**config.mk**
```make
export PLATFORM = sky130hd
export DESIGN_NAME = usb_txn_ctrl
export DESIGN_NICKNAME = d
export VERILOG_FILES = /design/src/rtl/usb_pkg.sv /design/src/rtl/usb_resp_timer.sv /design/src/rtl/usb_txn_ctrl.sv
export SDC_FILE = /design/constraint.sdc
export NUM_CORES = 1
export LEC_CHECK = 0
export ABC_AREA = 1
export CORE_MARGIN = 8
export CORE_UTILIZATION = 51
export CTS_BUF_LIST = sky130_fd_sc_hd__clkbuf_2
export DETAILED_ROUTE_END_ITERATION = 16
export MAX_ROUTING_LAYER = met4
export PLACE_DENSITY = 0.88
export RECOVER_POWER = 25
export SLEW_MARGIN = 20
export SYNTH_ARGS = -nofsm -noshare
export SYNTH_HDL_FRONTEND = slang
export SYNTH_SLANG_ARGS = --single-unit
```
**constraint.sdc**
```tcl
create_clock -name clk -period 3.6 [get_ports clk]
set_input_delay 0.54 -clock clk [delete_from_list [all_inputs] [get_ports clk]]
set_output_delay 0.54 -clock clk [all_outputs]
set_load 0.005 [all_outputs]
```
**src/rtl/usb_pkg.sv**
```systemverilog
// rtl/usb_pkg.sv - shared USB PID encodings, transaction FSM states and defaults
// Contents:
//   pid_t        - 4-bit packet identifiers shared with pipeOut/pipeIn users
//   txn_state_t  - usb_txn_ctrl transaction FSM states
//   DEFAULT_TIMEOUT / DEFAULT_MAX_RETRY - default response window and attempt budget
package usb_pkg;

    typedef enum logic [3:0] {
        PID_OUT   = 4'b0001,
        PID_IN    = 4'b1001,
        PID_DATA0 = 4'b0011,
        PID_ACK   = 4'b0010,
        PID_NAK   = 4'b1010
    } pid_t;

    typedef enum logic [3:0] {
        ST_IDLE,
        ST_TOKEN,
        ST_DATA,
        ST_WAIT_HS,
        ST_WAIT_DATA,
        ST_SEND_ACK,
        ST_SEND_NAK,
        ST_RETRY,
        ST_FIN
    } txn_state_t;

    localparam int DEFAULT_TIMEOUT   = 255;
    localparam int DEFAULT_MAX_RETRY = 8;

endpackage

```
**src/rtl/usb_resp_timer.sv**
```systemverilog
// rtl/usb_resp_timer.sv - device response window counter with clear/enable and expiry flag
// Ports:
//   clk, rst_L - clock, synchronous active-low reset
//   clear      - forces the count to zero (takes priority over enable)
//   enable     - count up one per cycle while set
//   expired    - high while the count equals TIMEOUT
module usb_resp_timer #(
    parameter int TIMEOUT = 255
) (
    input  logic clk,
    input  logic rst_L,
    input  logic clear,
    input  logic enable,
    output logic expired
);

    localparam int W = (TIMEOUT < 1) ? 1 : $clog2(TIMEOUT + 1);

    logic [W-1:0] count;

    assign expired = (count == W'(TIMEOUT));

    // Holds at TIMEOUT so a stalled caller never sees the count wrap back to zero.
    always_ff @(posedge clk) begin
        if (!rst_L || clear) begin
            count <= '0;
        end else if (enable && !expired) begin
            count <= count + 1'b1;
        end
    end

endmodule

```
**src/rtl/usb_txn_ctrl.sv**
```systemverilog
// rtl/usb_txn_ctrl.sv - host USB transaction controller: token/DATA0/handshake sequencing with timeout and retry
// Optional build macro: USB_TXN_STATS_EN adds retry_total[15:0] and last_fail_timeout outputs.
// Ports:
//   clk, rst_L                    - clock, synchronous active-low reset
//   start_out, start_in           - one-cycle transaction requests (OUT has priority), sampled in IDLE
//   req_addr/req_endp/req_data    - request fields, latched at start
//   rd_data                       - IN payload, updated only on a successful IN
//   done, success, busy           - completion pulse, result, activity flag
//   tx_pid/endp/addr/data         - packet fields to pipeOut, held until tx_done
//   tx_pktready, tx_done          - pipeOut launch pulse / end-of-packet pulse
//   rx_pktready/error/ack/nak/data- pipeIn receive status and payload
module usb_txn_ctrl
    import usb_pkg::*;
#(
    parameter int TIMEOUT   = DEFAULT_TIMEOUT,
    parameter int MAX_RETRY = DEFAULT_MAX_RETRY
) (
    input  logic        clk,
    input  logic        rst_L,
    input  logic        start_out,
    input  logic        start_in,
    input  logic [6:0]  req_addr,
    input  logic [3:0]  req_endp,
    input  logic [63:0] req_data,
    output logic [63:0] rd_data,
    output logic        done,
    output logic        success,
    output logic        busy,
    output logic [3:0]  tx_pid,
    output logic [3:0]  tx_endp,
    output logic [6:0]  tx_addr,
    output logic [63:0] tx_data,
    output logic        tx_pktready,
    input  logic        tx_done,
    input  logic        rx_pktready,
    input  logic        rx_error,
    input  logic        rx_ack,
    input  logic        rx_nak,
    input  logic [63:0] rx_data
`ifdef USB_TXN_STATS_EN
    ,
    output logic [15:0] retry_total,
    output logic        last_fail_timeout
`endif
);

    localparam int AW = $clog2(MAX_RETRY + 1);

    txn_state_t  state, state_n;
    logic [AW-1:0] attempts;
    logic [AW-1:0] attempts_inc;
    logic        lat_out;
    logic [6:0]  lat_addr;
    logic [3:0]  lat_endp;
    logic [63:0] lat_data;
    logic        tx_pending;
    logic        success_r, success_n;
    logic        in_wait, in_tx, issue, pkt_done, expired, start_any, last_try;
    pid_t        issue_pid;

    assign start_any    = start_out | start_in;
    assign in_wait      = (state == ST_WAIT_HS) || (state == ST_WAIT_DATA);
    assign in_tx        = (state == ST_TOKEN) || (state == ST_DATA) ||
                          (state == ST_SEND_ACK) || (state == ST_SEND_NAK);
    // One launch per packet state; tx_pending blocks a relaunch until pipeOut reports EOP.
    assign issue        = in_tx && !tx_pending;
    assign pkt_done     = tx_pending && tx_done;
    assign attempts_inc = attempts + 1'b1;
    assign last_try     = (attempts_inc == AW'(MAX_RETRY));

    assign busy    = (state != ST_IDLE);
    assign done    = (state == ST_FIN);
    assign success = done && success_r;

    usb_resp_timer #(.TIMEOUT(TIMEOUT)) u_timer (
        .clk     (clk),
        .rst_L   (rst_L),
        .clear   (!in_wait),
        .enable  (in_wait),
        .expired (expired)
    );

    always_comb begin
        issue_pid = PID_OUT;
        case (state)
            ST_TOKEN:    issue_pid = lat_out ? PID_OUT : PID_IN;
            ST_DATA:     issue_pid = PID_DATA0;
            ST_SEND_ACK: issue_pid = PID_ACK;
            ST_SEND_NAK: issue_pid = PID_NAK;
            default:     issue_pid = PID_OUT;
        endcase
    end

    always_comb begin
        state_n   = state;
        success_n = success_r;
        case (state)
            ST_IDLE: begin
                if (start_any) begin
                    state_n   = ST_TOKEN;
                    success_n = 1'b0;
                end
            end
            ST_TOKEN: begin
                if (pkt_done) state_n = lat_out ? ST_DATA : ST_WAIT_DATA;
            end
            ST_DATA: begin
                if (pkt_done) state_n = ST_WAIT_HS;
            end
            ST_WAIT_HS: begin
                // NAK is checked first so ACK+NAK together counts as a NAK.
                if (rx_nak || (rx_pktready && rx_error)) begin
                    state_n = ST_RETRY;
                end else if (rx_ack) begin
                    state_n   = ST_FIN;
                    success_n = 1'b1;
                end else if (expired) begin
                    state_n = ST_RETRY;
                end
            end
            ST_WAIT_DATA: begin
                if (rx_pktready) begin
                    state_n = rx_error ? ST_SEND_NAK : ST_SEND_ACK;
                end else if (rx_nak || expired) begin
                    state_n = ST_RETRY;
                end
            end
            ST_SEND_ACK: begin
                if (pkt_done) begin
                    state_n   = ST_FIN;
                    success_n = 1'b1;
                end
            end
            ST_SEND_NAK: begin
                if (pkt_done) state_n = ST_RETRY;
            end
            ST_RETRY: begin
                if (last_try) begin
                    state_n   = ST_FIN;
                    success_n = 1'b0;
                end else begin
                    state_n = ST_TOKEN;
                end
            end
            ST_FIN:  state_n = ST_IDLE;
            default: state_n = ST_IDLE;
        endcase
    end

    always_ff @(posedge clk) begin
        if (!rst_L) begin
            state       <= ST_IDLE;
            success_r   <= 1'b0;
            attempts    <= '0;
            lat_out     <= 1'b0;
            lat_addr    <= '0;
            lat_endp    <= '0;
            lat_data    <= '0;
            tx_pending  <= 1'b0;
            tx_pktready <= 1'b0;
            tx_pid      <= '0;
            tx_addr     <= '0;
            tx_endp     <= '0;
            tx_data     <= '0;
            rd_data     <= '0;
        end else begin
            state     <= state_n;
            success_r <= success_n;

            if (state == ST_IDLE && start_any) begin
                lat_out  <= start_out;
                lat_addr <= req_addr;
                lat_endp <= req_endp;
                lat_data <= req_data;
                attempts <= '0;
            end else if (state == ST_RETRY) begin
                attempts <= attempts_inc;
            end

            tx_pktready <= issue;
            if (issue) begin
                tx_pid     <= issue_pid;
                tx_addr    <= lat_addr;
                tx_endp    <= lat_endp;
                tx_data    <= lat_data;
                tx_pending <= 1'b1;
            end else if (pkt_done) begin
                tx_pending <= 1'b0;
            end

            // A clean IN reply always ends in success, so capture here is safe.
            if (state == ST_WAIT_DATA && rx_pktready && !rx_error) begin
                rd_data <= rx_data;
            end
        end
    end

`ifdef USB_TXN_STATS_EN
    logic last_to;
    logic timeout_end;

    // True when the wait state is leaving for RETRY only because the window closed.
    assign timeout_end = expired &&
        ((state == ST_WAIT_HS && !rx_nak && !(rx_pktready && rx_error) && !rx_ack) ||
         (state == ST_WAIT_DATA && !rx_pktready && !rx_nak));

    always_ff @(posedge clk) begin
        if (!rst_L) begin
            retry_total       <= '0;
            last_fail_timeout <= 1'b0;
            last_to           <= 1'b0;
        end else begin
            if (state == ST_RETRY && retry_total != 16'hFFFF) begin
                retry_total <= retry_total + 16'd1;
            end
            if (state_n == ST_RETRY && state != ST_RETRY) begin
                last_to <= timeout_end;
            end
            if (state == ST_IDLE && start_any) begin
                last_fail_timeout <= 1'b0;
            end else if (state == ST_RETRY && last_try) begin
                last_fail_timeout <= last_to;
            end
        end
    end
`endif

endmodule

```
==> results.ini <==
[layout]
nFillCells=1298
layout-drive-gt1-share=0.06709
syn_to_final_growth_pct=39.23
multi_input_area_mm2=0.003075
utilization=0.7243
nets=1535
final-seq-area_mm2=0.004745

[floorplanning]
die_w_um=146.1
die_h_um=146.1
die_area_mm2=0.02133
start_util=0.5202
core_mm2=0.01658
row_count=47
io_pins=295

[critical_path]
r2r_cells=7
cp_data_arrival_time_ns=2.46
reg2reg_slack_ns=0.75
crit_fanout=6
cp-start-kind=register
cp.required_ns=3.06
worst-setup-path-type=register to output port
endpoint=success
endpoint_kind=output port
r2r-start=state[0]
r2r-end=rd_data[54]
cp-startpoint=state[0]

[flow_run]
maxCapViolCount=3

[timing]
maxSlewHeadroom=-0.2306
rsz0062_at_grt=no
finalHoldViolCount=0
min_period_over_period=0.8333
slew_violations=282
skew_ns=0.03117
fmax_mhz=333.4
tns_ns=0
final-setup-viol-count=0
max_slew.worst_pin.slew_ns=1.846
period_needed_ns=3.000

[cts]
htreeDepth=2
clock_latency_ns=0.78
post_cts_buffers=0
root_buffer=clkbuf_2
cts_tree=built
hold_buffers=0
clockBufferDepth=3
clock_sinks=237
cts_buffers=56
clk_pin_slew_worst_paths_ns=0.10
postCtsResizedCells=0

[logic_synthesis]
mappedNetlistArea_mm2=0.008627
synthArstFlopShare=0
synth_edf_count=0
synth.area.top_cells=dfxtp_1 (55%), o21ai_0 (12%), a21oi_1 (8.8%)
yosys.area.top_type_share=0.5500
syn-instance-count=1097
ys_warn_count=0
synthFlopType=dfxtp_1
synth.avg_cell_area_um2=7.864
synth_most_common_cell=dfxtp_1
ys_types=31
yosysSeqAreaShare=0.5500
syn_nets=1247
ys_seq_elements=237
yosys.area.top_type=dfxtp_1
yosys-top-cells-count=dfxtp_1 (237), o21ai_0 (213), nor2_1 (185)

[place]
dp_hpwl_um=17480
place_congestion=0.8788
io_buffers=293

[detailed_routing]
drtIter0Drc=473
wl_um=25490
drtPass1Iterations=7
antenna_left=0
wl_per_cell_um=15.55
vias=8294
drcViolationCount=0
vias_per_cell=5.060

[global_routing]
grt_pass1_wl_um=40400
grt_antenna_before_repair=3
grt_pass1_vias=7947
grt_max_degree=129
grt-ovfl-total=0
gr-usage-all-layers=0.2355

[worst_hold_path]
hp-class=input port to register

[status]
status=finished, violations left
violations=max-capacitance violations, max-slew violations

[pwr]
p_per_area_mw_per_mm2=752.8
power_leakage_nw=4.792
ir_worst_vdd_v=0.0005096

==> critical path: stages, from the launching register on <==
cell	delay, ns
dfxtp_1	0.36
nor2_1	0.34
inv_1	0.10
nor3_1	0.22
and2_1	0.17
clkdlybuf4s50_1	0.50
==> flip-flops by register name, indices dropped and copies added, names as in the netlist <==
| signal | cells |
|---|---|
| success_r | 1 |
| lat_endp | 4 |
| u_timer.count | 8 |
| tx_pktready | 1 |
| tx_data | 64 |
| state | 4 |
| tx_pending | 1 |
| rd_data | 64 |
| lat_out | 1 |
| tx_addr | 7 |
| tx_endp | 4 |
| lat_data | 64 |
| attempts | 4 |
| tx_pid | 3 |
| lat_addr | 7 |
==> layout by cell type, fill, tap and decap left out <==
cell type,Yosys,final
nand3_2,1,1
nand2_1,53,53
dfxtp_1,237,237
nand3_4,0,1
clkbuf_2,1,77
o21ai_1,11,6
clkdlybuf4s50_1,0,292
conb_1,1,1
clkinv_1,0,13
nor2_1,185,188
and2_1,1,1
a21o_1,1,1
nand2_2,1,1
buf_4,3,5
nor3_1,7,7
o21ai_0,213,218
xor2_1,1,1
ha_1,2,2
nor2_8,1,1
xnor2_1,1,1
a21oi_1,151,151
inv_1,124,125
buf_2,17,2
nand3b_1,2,2
nand4_1,3,3
diode_2,0,3
buf_12,0,1
and3_1,1,1
o22ai_1,1,1
clkbuf_1,46,1
nor2_2,5,3
inv_2,5,3
nand3_1,17,16
==> metal layers <==
metal  vias to the layer above  global-route usage  share of wire
li1                       4146                   -              -
met1                      3792              0.2571           0.40
met2                       295              0.3819           0.48
met3                        61             0.08684          0.088
met4                         0              0.1005          0.035
met5                         -                   -              0
==> cell type report <==
cell class,instances,area share
diodes,3,0.0006250
clock buffers,77,0.03208
clock inverters,12,0.003750
inverters,129,0.04031
multi-input cells,660,0.2560
flip-flops and latches,237,0.3950
well taps,220,0.02292
repair buffers,301,0.2493
==> cells by family (layout without fill, tap and decap cells) <==
family                   count (synthesis)  in the layout  share of synthesized area
AO/OA/AOI/OAI                          377            377                     0.2191
XOR/XNOR                                 2              2                   0.002031
adder cells (fa/ha/maj)                  2              2                   0.002900
buffers and inverters                  200            519                    0.09355
flip-flops                             237            237                     0.5500
other                                    1              4                  0.0004347
AND/OR/NAND/NOR                        278            278                     0.1320
==> stage by stage <==
step / std cells / hold WS (ns) / cell area, um2 / setup WS [ns] / total power, mW
6_report: 1639 / 0.3368 / 12010 / 0.6002 / 9.042
3_5_place_dp: 1547 / 0.4334 / 11620 / 1.338 / 7.557
4_1_cts: 1636 / 0.2464 / 12050 / 0.5938 / 9.174
5_1_grt: 1639 / 0.2679 / 12010 / 0.3806 / 9.738
2_1_floorplan: 1097 / 0.4297 / 8627 / 2.088 / 5.899
3_3_place_gp: 1547 / 0.4301 / 11620 / 1.366 / 7.442
==> worst min-delay path by stage <==
stage                 start           end  slack [ns]  cells past startpoint
5_1_grt         req_addr[3]   lat_addr[3]        0.27                      3
2_1_floorplan   lat_addr[6]   lat_addr[6]        0.43                      2
3_5_place_dp    rd_data[52]   rd_data[52]        0.43                      2
6_report        req_addr[4]   lat_addr[4]        0.34                      3
4_1_cts        req_data[49]  lat_data[49]        0.25                      3
3_3_place_gp    rd_data[58]   rd_data[58]        0.43                      2
==> power by group <==
group	leakage (nW)	internal [mW]	switching [mW]
Sequential	1.94	3.50	0.394
Combinational	2.51	1.58	2.01
Clock	0.339	0.563	0.991
Total	4.79	5.64	3.40
Note: power is estimated with default switching activity, not from simulation.
